--- src/rtl/mrd_tag_pool.sv ---
// mrd_tag_pool: free-list based allocator for PCIe MRd tags on the S2C read path.
// Tags are handed out in FIFO order from a free list and are returned either
// one at a time by the completion demux or all at once by flush.
module mrd_tag_pool #(
   parameter int NUM_TAGS = 32,
   parameter int TAG_BASE = 0,
   parameter int CNT_W    = $clog2(NUM_TAGS) + 1
) (
   input  logic             s_axi_clk,
   input  logic             s_axi_rstn,
   input  logic             alloc_tag_req,
   output logic             allocated_tag_rdy,
   output logic [7:0]       allocated_tag,
   input  logic             free_tag_valid,
   input  logic [7:0]       free_tag,
   input  logic             flush,
   output logic [CNT_W-1:0] tags_in_use,
   output logic             pool_empty,
   output logic             free_err
);

   localparam int               PTR_W    = $clog2(NUM_TAGS);
   localparam logic [CNT_W-1:0] FULL_CNT = CNT_W'(NUM_TAGS);

   // free list and its bookkeeping
   logic [7:0]          r_fifo [NUM_TAGS];
   logic [PTR_W-1:0]    r_rd_ptr;
   logic [PTR_W-1:0]    r_wr_ptr;
   logic [CNT_W-1:0]    r_free_cnt;
   logic [NUM_TAGS-1:0] r_in_use;

   // registered outputs
   logic                r_rdy;
   logic [7:0]          r_tag;
   logic [CNT_W-1:0]    r_tags_in_use;
   logic                r_pool_empty;
   logic                r_free_err;

   logic                w_grant;
   logic                w_legal;
   logic [7:0]          w_gnt_tag;
   logic [NUM_TAGS-1:0] w_gnt_hit;
   logic [NUM_TAGS-1:0] w_free_hit;
   logic [CNT_W-1:0]    w_cnt_nxt;

   assign w_gnt_tag = r_fifo[r_rd_ptr];

   // The rdy term spaces grants two cycles apart so a requestor that drops
   // its request on seeing rdy cannot be granted twice.
   assign w_grant = alloc_tag_req & (r_free_cnt != '0) & ~r_rdy & ~flush;

   // Per-slot tag decode: comparing the full 8-bit tag against each slot's
   // value makes the range check implicit (an out-of-range tag hits no slot).
   for (genvar j = 0; j < NUM_TAGS; j++) begin : g_slot
      assign w_gnt_hit[j]  = (w_gnt_tag == 8'(TAG_BASE + j));
      assign w_free_hit[j] = (free_tag  == 8'(TAG_BASE + j));
   end

   // A release is legal only for an in-range tag that is currently allocated.
   // A tag granted in this same cycle is not yet marked, so it is rejected.
   assign w_legal = free_tag_valid & (|(w_free_hit & r_in_use));

   // occupancy next state: +1 on legal free, -1 on grant, both cancel
   always_comb begin
      w_cnt_nxt = r_free_cnt;
      case ({w_grant, w_legal})
         2'b10:   w_cnt_nxt = r_free_cnt - 1'b1;
         2'b01:   w_cnt_nxt = r_free_cnt + 1'b1;
         default: w_cnt_nxt = r_free_cnt;
      endcase
   end

   // free-list storage: reload identity contents on reset/flush, append frees
   always_ff @(posedge s_axi_clk or negedge s_axi_rstn) begin
      if (!s_axi_rstn) begin
         for (int i = 0; i < NUM_TAGS; i++) r_fifo[i] <= 8'(TAG_BASE + i);
      end else if (flush) begin
         for (int i = 0; i < NUM_TAGS; i++) r_fifo[i] <= 8'(TAG_BASE + i);
      end else if (w_legal) begin
         r_fifo[r_wr_ptr] <= free_tag;
      end
   end

   // pointers and free count; pointers wrap naturally at NUM_TAGS
   always_ff @(posedge s_axi_clk or negedge s_axi_rstn) begin
      if (!s_axi_rstn) begin
         r_rd_ptr   <= '0;
         r_wr_ptr   <= '0;
         r_free_cnt <= FULL_CNT;
      end else if (flush) begin
         r_rd_ptr   <= '0;
         r_wr_ptr   <= '0;
         r_free_cnt <= FULL_CNT;
      end else begin
         if (w_grant) r_rd_ptr <= r_rd_ptr + 1'b1;
         if (w_legal) r_wr_ptr <= r_wr_ptr + 1'b1;
         r_free_cnt <= w_cnt_nxt;
      end
   end

   // in-use bitmap: set on grant, clear on legal release (never the same slot)
   always_ff @(posedge s_axi_clk or negedge s_axi_rstn) begin
      if (!s_axi_rstn) begin
         r_in_use <= '0;
      end else if (flush) begin
         r_in_use <= '0;
      end else begin
         r_in_use <= (r_in_use | (w_grant ? w_gnt_hit : '0))
                              & ~(w_legal ? w_free_hit : '0);
      end
   end

   // grant pulse and held tag value
   always_ff @(posedge s_axi_clk or negedge s_axi_rstn) begin
      if (!s_axi_rstn) begin
         r_rdy <= 1'b0;
         r_tag <= '0;
      end else begin
         r_rdy <= w_grant;
         if (w_grant) r_tag <= w_gnt_tag;
      end
   end

   // status outputs track the free count on the same edge that updates it
   always_ff @(posedge s_axi_clk or negedge s_axi_rstn) begin
      if (!s_axi_rstn) begin
         r_tags_in_use <= '0;
         r_pool_empty  <= 1'b0;
         r_free_err    <= 1'b0;
      end else if (flush) begin
         r_tags_in_use <= '0;
         r_pool_empty  <= 1'b0;
         r_free_err    <= 1'b0;
      end else begin
         r_tags_in_use <= FULL_CNT - w_cnt_nxt;
         r_pool_empty  <= (w_cnt_nxt == '0);
         r_free_err    <= free_tag_valid & ~w_legal;
      end
   end

   assign allocated_tag_rdy = r_rdy;
   assign allocated_tag     = r_tag;
   assign tags_in_use       = r_tags_in_use;
   assign pool_empty        = r_pool_empty;
   assign free_err          = r_free_err;

endmodule

--- config.mk ---
export PLATFORM = sky130hd
export DESIGN_NAME = mrd_tag_pool
export DESIGN_NICKNAME = d
export VERILOG_FILES = /design/src/rtl/mrd_tag_pool.sv
export SDC_FILE = /design/constraint.sdc
export NUM_CORES = 1
export LEC_CHECK = 0
export ABC_AREA = 0
export CELL_PAD_IN_SITES_DETAIL_PLACEMENT = 0
export CELL_PAD_IN_SITES_GLOBAL_PLACEMENT = 1
export CORE_MARGIN = 2
export CORE_UTILIZATION = 55
export DETAILED_ROUTE_END_ITERATION = 16
export GPL_TIMING_DRIVEN = 0
export PLACE_DENSITY_LB_ADDON = 0.12
export SETUP_SLACK_MARGIN = 0.05
export SYNTH_ARGS = -nofsm -noshare
export SYNTH_HDL_FRONTEND = slang
export SYNTH_SLANG_ARGS = --single-unit
--- constraint.sdc ---
create_clock -name s_axi_clk -period 6.98 [get_ports s_axi_clk]
set_input_delay 1.396 -clock s_axi_clk [delete_from_list [all_inputs] [get_ports s_axi_clk]]
set_output_delay 1.396 -clock s_axi_clk [all_outputs]
set_load 0.02 [all_outputs]
**After elaboration in Yosys (flattened, before gate mapping)**

Index checks and enable logic that the tools add are counted.
Widths: inputs -> output; s select.

- Flip-flop bits (word level): 321
- Output and inout bits: 17
- Word-level logic and storage cells: 155

- Add/subtract/negate cells: 5
- Magnitude comparators: 3
- Equality and inequality tests: 64
- Muxes and demuxes: 20
- Bitwise gates (word level): 14
- Reduce and logical (&&, ||, !) cells: 8

Operators with widths:

| operator | count |
|---|---|
| $mux 256 | 2 |
| $bwmux 256 | 1 |
| $eq 8x5->1 const B | 32 |
| $eq 8x4->1 const B | 16 |
| $mux 32 | 3 |
| $and 32x32->32 | 2 |
| $eq 8x3->1 const B | 8 |
| $bmux 8 s5 | 1 |
| $demux 8 s5 | 1 |
| $eq 8x2->1 const B | 4 |
| $not 32->32 | 1 |
| $or 32x32->32 | 1 |
| $reduce_or 32->1 | 1 |
| $mux 8 | 3 |
| $mux 5 | 4 |
| $eq 8x1->1 const B | 2 |
| $logic_not 8->1 | 2 |
| $ge 6x6->1 const B | 2 |
| $mux 6 | 2 |
| $not 5->6 | 2 |
| $pmux 6 s2 | 1 |
| $add 5x1->5 const B | 2 |
| $add 6x1->6 const B | 1 |
| $logic_not 6->1 | 1 |
| 11 further kinds | 19 |

**Logic depth before layout (Yosys ltp)**

Gate-level depths: netlist of the first run.

- Depth in word-level cells: 9
- Mapped depth: 19

**Worst setup path after synthesis of the first run**

OpenSTA, ideal clock, no wires.

- Kind: input-to-reg
- From: input free_tag[1]
- To: register r_tags_in_use[4], in the netlist tags_in_use[4]
- Setup time: 0.132 ns
- Data arrival time: 4.716 ns
- Data required time: 6.848 ns
- Slack: 2.132 ns
- Cell stages on the path: 18
- Path buffers: 2
- Cells stage by stage: clkbuf_1 -> nor2b_1 -> clkbuf_1 -> a221o_1 -> a311oi_1 -> a32oi_1 -> o21ai_0 -> inv_1 -> ha_1 -> inv_1 -> ha_1 -> a21o_1 -> a21oi_1 -> xnor2_1 -> mux2i_1 -> nand3_1 -> xnor2_1 -> nor2_1

- Longest elaborated chain between the ends: 8

RTL lines:

| what | RTL line | source |
|---|---|---|
| from (decl) | 15 | `input logic [7:0] free_tag,` |
| $eq 8x1->1, or another cell as far along | 56 | `assign w_free_hit[j] = (free_tag == 8'(TAG_BASE + j));` |
| $and 32x32->32 * | 61 | `assign w_legal = free_tag_valid & (\|(w_free_hit & r_in_use));` |
| $reduce_or 32->1 * | 61 |  |
| $and 1x1->1 * | 61 |  |
| $eq 2x1->1 or $eq 2x2->1 (tied branches) | 66 | `case ({w_grant, w_legal})` |
| $pmux 6 s2 * | 66 |  |
| $sub 6x6->6 * | 135 | `r_tags_in_use <= FULL_CNT - w_cnt_nxt;` |
| $mux 6 * | 130 | `end else if (flush) begin` |
| to (signal assigned) | 135 |  |
| to (decl) | 35 | `logic [CNT_W-1:0] r_tags_in_use;` |

Every way passes the cells marked *; elsewhere a longest branch is shown, timed or not.
A chain may end at the register's enable or synchronous reset.

**Worst setup path in the final report of the first run**

- From: input free_tag[2]
- To: register r_pool_empty, in the netlist pool_empty

- Longest elaborated chain between the ends: 8

RTL lines:

| what | RTL line | source |
|---|---|---|
| $eq 8x1->1, or another cell as far along | 56 |  |
| $and 32x32->32 * | 61 |  |
| $reduce_or 32->1 * | 61 |  |
| $and 1x1->1 * | 61 |  |
| $eq 2x1->1 or $eq 2x2->1 (tied branches) | 66 |  |
| $pmux 6 s2 * | 66 |  |
| $logic_not 6->1 * | 136 | `r_pool_empty <= (w_cnt_nxt == '0);` |
| $mux 1 * | 130 |  |
| to (signal assigned) | 136 |  |
| to (decl) | 36 | `logic r_pool_empty;` |

Marks and branches as above.

==> results of run 1 <==
## metal layers
metal  global-route usage (%)  wire, um  part of all wire, %
met4                    11.84      1850                  3.7
met3                    5.265      3592                  7.2
met5                        0         0                    0
met1                    48.94     22040                   44
met2                    51.20     22590                   45
## path summary, 6_finish.rpt
check,from,to,slack [ns],cells past startpoint
setup / recovery,free_tag[2],pool_empty,0.79,18
hold / removal,allocated_tag[2],allocated_tag[2],0.48,2
max in group asynchronous,s_axi_rstn,r_fifo[206],4.55,3
hold reg to reg,allocated_tag[2],allocated_tag[2],0.48,2
setup reg to reg,r_in_use[12],pool_empty,2.39,16
min in group asynchronous,s_axi_rstn,r_in_use[29],0.90,1
## flip-flops by register name, summed over array words and instances (netlist names)
| register | count |
|---|---|
| r_wr_ptr | 5 |
| r_in_use | 32 |
| allocated_tag_rdy | 1 |
| tags_in_use | 5 |
| free_err | 1 |
| allocated_tag | 8 |
| r_free_cnt | 6 |
| r_fifo | 256 |
| pool_empty | 1 |
| r_rd_ptr | 5 |
## logic make-up (layout without fill, tap and decap cells)
kind of cell | after synthesis | after routing
fa+ha+maj | 12 | 12
xor+xnor | 14 | 14
flops | 320 | 320
simple gates | 522 | 522
compound gates | 251 | 251
buf+inv | 142 | 233
mux | 181 | 181
## report_power, final
group | total [mW] | switching, mW | internal (mW)
clock | 1.77 | 0.752 | 1.02
combinational | 0.546 | 0.353 | 0.193
sequential | 1.90 | 0.0157 | 1.88
## per-stage QoR
step	hold WS, ns	instances	area (um^2)	worst slack (ns)
2_1_floorplan	0.4696	1442	16090	2.132
3_3_place_gp	0.4681	1853	16840	-9.408
3_5_place_dp	0.4730	1855	16900	0.3583
4_1_cts	0.4865	1917	17970	0.8476
5_1_grt	0.5179	1917	17970	0.3655
6_report	0.4811	1917	17970	0.7879
## worst max-delay path, stage by stage
cell	delay [ns]
sky130_fd_sc_hd__clkdlybuf4s50_1	0.48
sky130_fd_sc_hd__clkbuf_1	0.42
sky130_fd_sc_hd__clkinv_1	0.52
sky130_fd_sc_hd__a311oi_1	0.47
sky130_fd_sc_hd__a31oi_1	0.13
sky130_fd_sc_hd__a32oi_1	0.53
sky130_fd_sc_hd__o21ai_0	0.39
sky130_fd_sc_hd__inv_1	0.24
sky130_fd_sc_hd__ha_1	0.24
sky130_fd_sc_hd__inv_1	0.14
sky130_fd_sc_hd__ha_1	0.29
sky130_fd_sc_hd__a21o_1	0.15
sky130_fd_sc_hd__a21oi_1	0.24
sky130_fd_sc_hd__nand4b_1	0.15
sky130_fd_sc_hd__nand4_1	0.14
sky130_fd_sc_hd__xnor2_1	0.28
sky130_fd_sc_hd__nand2_1	0.12
sky130_fd_sc_hd__nor3_1	0.24
## cell usage in the layout, fill, tap and decap left out, drive strengths merged, types with 8 or more instances in the layout
| cell type | instances |
|---|---|
| dfrtp | 239 |
| nor2 | 175 |
| clkbuf | 121 |
| mux2i | 120 |
| dfstp | 81 |
| nand2 | 68 |
| buf | 67 |
| a21oi | 66 |
| nor3 | 61 |
| mux4 | 56 |
| o21ai | 51 |
| nor3b | 50 |
| and3 | 50 |
| o211ai | 36 |
| clkdlybuf4s50 | 26 |
| nand3 | 25 |
| o21a | 22 |
| nand4 | 17 |
| nor2b | 15 |
| o22ai | 15 |
| inv | 12 |
| nor4 | 11 |
| ha | 11 |
| nand2b | 10 |
| o31ai | 10 |
| or3 | 9 |
| xnor2 | 8 |
| nand4b | 8 |
## final cells by class
class                   count  area (um^2)  share of cell area (%)
well taps                 384        480.5                   2.674
repair buffers             29        330.3                   1.838
clock inverters             6        35.03                  0.1949
flip-flops and latches    320         8109                   45.12
plain buffers             130        674.4                   3.753
inverters                  12        45.04                  0.2506
clock buffers              56         1035                   5.758
multi-input cells         980         7262                   40.41
==> impl_metrics.toml, run 1 <==
[worst_setup_path]
cp.required_ns = 7.38
worstSetupStartpointType = "input pin"
worst-endpoint-arrival_ns = 6.59
critical_path_class = "input pin to flip-flop"
critical_path.endpoint_type = "flip-flop"
worstPathMaxFanout = 10

[synthesis]
synthTopCellsByCount = "239 x sky130_fd_sc_hd__dfrtp_1, 175 x sky130_fd_sc_hd__nor2_1, 120 x sky130_fd_sc_hd__mux2i_1"
synth.cell_area_um2 = 16090
post_synthesis_share_of_cell_area_spent_on_full_adders_half_adders_and_majority_gates_pct = 0.9798
distinct_cell_type_count_after_synthesis = 77
synth_simple_gate_area_share_pct = 16.94
synthFlopType = "sky130_fd_sc_hd__dfrtp_1"
synth.net_count = 1467
synth-seq-area-share_pct = 50.40
yosys-mux-area-fraction_pct = 15.98
synth_area_leader_cell = "sky130_fd_sc_hd__dfrtp_1"
synth.area.top_cells = "sky130_fd_sc_hd__dfrtp_1 37%, sky130_fd_sc_hd__dfstp_2 13%, sky130_fd_sc_hd__mux2i_1 7.5%"
syn_area_per_cell_um2 = 11.16
synth_async_sr_flop_share_pct = 100.0
synth.yosys.warnings = 0
synth_edf_count = 0
main_combinational_cell_family_by_area_after_synthesis = "simple AND/OR/NAND/NOR gates"
synth.most_common_cell = "sky130_fd_sc_hd__dfrtp_1"
postSynthRegisterBits = 320
synth_compound_gate_area_share_pct = 10.47
proportion_of_netlist_area_held_by_the_largest_area_contributor_pct = 37.17
synth_cells = 1442
post_synth_xor_area_fraction_pct = 0.7621

[place]
placement.io_buffers = 27
place.detailed.hpwl_mm = 35.43
gp_congestion = 0.8878

[sta]
timing.final.crit_period_ns = 6.192
fin_setup_tns_ns = 0
worst_clock_skew_ns = 0.01722
slew_headroom_pct = 17.70
timing.final.max_slew_violations = 0
report.final.hold_viol_count = 0
period_utilisation_layout_pct = 88.71
grt_setup_unrepaired = "no"
setup_viol = 0
timing_worst_slew_pin_value_ns = 1.222
max_freq_mhz = 161.5

[grt]
gr-usage-all-layers_pct = 33.49
first_global_vias = 12161
global_route_overflow = 0
grt_antenna_before_repair = 0
grt_pass1_wl_mm = 76.70
pin_count_of_the_biggest_net_entering_global_routing = 122

[detailed_routing]
route.antenna.remaining_nets = 0
detail_route.drc_violations = 0
wl_mm = 50.07
routed_wire_length_per_instance_um = 26.12
vias = 12347
drt_first_pass_iters = 5
avgViaCountPerCell = 6.441
iter_0_drt_violations = 1335

[clocking]
ctsLongestPathBuffers = 3
tritoncts = "built"
clk_transition_reported_paths_ns = 0.06
hold_buffer_count_at_cts = 0
cts-buffers-inserted = 35
tritoncts_num_sinks = 320
htree_num_levels = 2
cts-resized-gates = 0
cts_setup_buffers = 0
clockRootBuffer = "sky130_fd_sc_hd__clkbuf_16"
insertion_delay_ns = 0.52

[status]
run_status = "complete, no violations"

[floorplanning]
die_h_um = 175.0
core-area_um2 = 28780
design.portCount = 30
floorplan.die_area_um2 = 30640
chipWidth_um = 175.0
start_util_pct = 55.91
fp-row-count = 62

[hold_path]
hp-class = "flip-flop to flip-flop"

[final_layout]
number_of_nets_in_the_layout = 1533
area.growth.synth_to_final_pct = 11.69
nFillCells = 2367
drive_gt1_share_pct = 16.44
final_util_pct = 62.44
insertedDiodeCount = 0

[power]
peakVddDrop_mv = 0.1905
pd_cells_nw_per_um2 = 234.4
finalPower_mw = 4.213
leakage_nw = 7.727

[run]
drv_cap = 0
Note: power is estimated with default switching activity, not from simulation.
==> inputs of run 2 (changes only) <==
REMOVE_ABC_BUFFERS = 1   (was not set)
==> impl_metrics.toml, run 2 (synthesis results as in run 1) <==
[power]
leakage_nw = 7.538
finalPower_mw = 4.242
peakVddDrop_mv = 0.1576
pd_cells_nw_per_um2 = 239.8

[sta]
setup_viol = 0
fin_setup_tns_ns = 0
timing_worst_slew_pin_value_ns = 1.312
max_freq_mhz = 160.6
timing.final.max_slew_violations = 0
worst_clock_skew_ns = 0.01690
period_utilisation_layout_pct = 89.21
timing.final.crit_period_ns = 6.227
report.final.hold_viol_count = 0
final.setup.worst_slack_ns = 0.7530
grt_setup_unrepaired = "no"
slew_headroom_pct = 11.60

[clocking]
tritoncts_num_sinks = 320
htree_num_levels = 2
tritoncts = "built"
cts_setup_buffers = 0
ctsLongestPathBuffers = 3
clk_transition_reported_paths_ns = 0.06
cts-buffers-inserted = 36
hold_buffer_count_at_cts = 0
cts-resized-gates = 0
insertion_delay_ns = 0.52
clockRootBuffer = "sky130_fd_sc_hd__clkbuf_16"

[detailed_routing]
route.antenna.remaining_nets = 0
detail_route.drc_violations = 0
routed_wire_length_per_instance_um = 23.23
vias = 11442
drt_first_pass_iters = 6
iter_0_drt_violations = 982
wl_mm = 42.00
avgViaCountPerCell = 6.329

[final_layout]
drive_gt1_share_pct = 16.36
insertedDiodeCount = 0
top_library_cells_by_usage_in_the_layout_fill_and_taps_aside = "236 x sky130_fd_sc_hd__dfrtp_1, 174 x sky130_fd_sc_hd__nor2_1, 120 x sky130_fd_sc_hd__mux2i_1"
post-route-cell-area_um2 = 17690
area.growth.synth_to_final_pct = 9.945
number_of_nets_in_the_layout = 1421
final_util_pct = 61.47
layout.cells.most_common = "sky130_fd_sc_hd__dfrtp_1"
max_ffs_per_register = 256
register_with_the_most_flip_flops = "r_fifo"
nFillCells = 2375

[place]
place.detailed.hpwl_mm = 26.15
gp_congestion = 0.8072
placement.io_buffers = 29
detailed_place.area_um2 = 16530
preCtsSetupSlack_ns = 0.2054

[grt]
global_route_overflow = 0
pin_count_of_the_biggest_net_entering_global_routing = 146
grt_pass1_wl_mm = 66.46
gr-usage-all-layers_pct = 28.05
first_global_vias = 11178
grt_antenna_before_repair = 0

[worst_setup_path]
cp.required_ns = 7.35
critical_path.endpoint_type = "flip-flop"
worstPathMaxFanout = 34
r2r_slack_ns = 2.46
reg2reg_from = "r_in_use[31]"
worst_setup_path_startpoint = "free_tag[1]"
worst_reg_to_reg_path_cell_count = 16
timing.critical_path.to = "tags_in_use[4]"
critical_path.reg2reg.endpoint = "tags_in_use[4]"
worstSetupStartpointType = "input pin"
worst-endpoint-arrival_ns = 6.60
critical_path_class = "input pin to flip-flop"

[floorplanning]
core-area_um2 = 28780
die_h_um = 175.0
fp-row-count = 62
design.portCount = 30
start_util_pct = 55.91
floorplan.die_area_um2 = 30640
chipWidth_um = 175.0

[hold_path]
hp-class = "flip-flop to flip-flop"

[status]
run_status = "complete, no violations"

[run]
drv_cap = 0
-- run 2: cell count changes in the layout (fill, tap and decap cells not counted), moves of 3 or more --
cell	change
sky130_fd_sc_hd__o21ai_0	-8
sky130_fd_sc_hd__clkbuf_8	-3
sky130_fd_sc_hd__clkdlybuf4s50_1	-4
sky130_fd_sc_hd__buf_2	-30
sky130_fd_sc_hd__buf_1	-10
sky130_fd_sc_hd__clkinv_2	+4
sky130_fd_sc_hd__clkbuf_1	-66
sky130_fd_sc_hd__dfrtp_1	-3
sky130_fd_sc_hd__buf_6	-9
sky130_fd_sc_hd__buf_16	+5
sky130_fd_sc_hd__o21ai_1	+8
-- run 2: final cells by class --
class                           instances  area [um^2]  share of cell area (%)
Sequential cell                       320         8118                   45.89
Multi-Input combinational cell        980         7288                   41.20
Clock buffer                           54         1040                   5.877
Timing Repair Buffer                   46        594.3                   3.360
Tap cell                              384        480.5                   2.716
Clock inverter                         12        122.6                  0.6931
Inverter                               12        47.55                  0.2688
-- run 2: worst min-delay path by stage --
stage                      from                to  slack, ns  cells past startpoint
3_5_place_dp   allocated_tag[3]  allocated_tag[3]       0.47                      2
3_3_place_gp   allocated_tag[6]  allocated_tag[6]       0.46                      2
4_1_cts        allocated_tag[7]  allocated_tag[7]       0.48                      2
6_report       allocated_tag[7]  allocated_tag[7]       0.48                      2
5_1_grt        allocated_tag[7]  allocated_tag[7]       0.51                      2
2_1_floorplan       r_fifo[228]       r_fifo[228]       0.47                      2
-- run 2: power by group --
part | internal, mW | total [mW] | switching, mW
Clock | 1.11 | 1.87 | 0.758
Sequential | 1.88 | 1.93 | 0.0433
Combinational | 0.173 | 0.447 | 0.274
Total | 3.17 | 4.24 | 1.08
-- run 2: per-layer routing --
layer / vias up / part of all wire (%) / wire [um] / global-route usage (%)
met5: - / 0 / 0 / 0
met4: 0 / 2.3 / 969 / 7.257
met1: 5823 / 46 / 19190 / 42.31
met2: 389 / 46 / 19150 / 42.65
li1: 5169 / - / - / -
met3: 61 / 6.4 / 2684 / 4.439
-- run 2: per-stage QoR --
step                      instances  hold WS, ns
after detailed placement       1742       0.4718
final                          1808       0.4782
after floorplan                1312       0.4696
after CTS                      1808       0.4848
after global placement         1725       0.4621
after global routing           1808       0.5129
-- run 2: critical path, stage by stage --
cell	delay [ns]
sky130_fd_sc_hd__buf_2	0.63
sky130_fd_sc_hd__clkinv_1	0.67
sky130_fd_sc_hd__a221o_1	0.52
sky130_fd_sc_hd__a311oi_1	0.33
sky130_fd_sc_hd__a32oi_2	0.20
sky130_fd_sc_hd__o21ai_0	0.80
sky130_fd_sc_hd__inv_1	0.11
sky130_fd_sc_hd__ha_1	0.26
sky130_fd_sc_hd__inv_1	0.19
sky130_fd_sc_hd__ha_1	0.27
sky130_fd_sc_hd__a21o_1	0.15
sky130_fd_sc_hd__a21oi_1	0.26
sky130_fd_sc_hd__xnor2_1	0.10
sky130_fd_sc_hd__mux2i_1	0.32
sky130_fd_sc_hd__nand3_1	0.18
sky130_fd_sc_hd__xnor2_1	0.16
sky130_fd_sc_hd__nor2_1	0.05
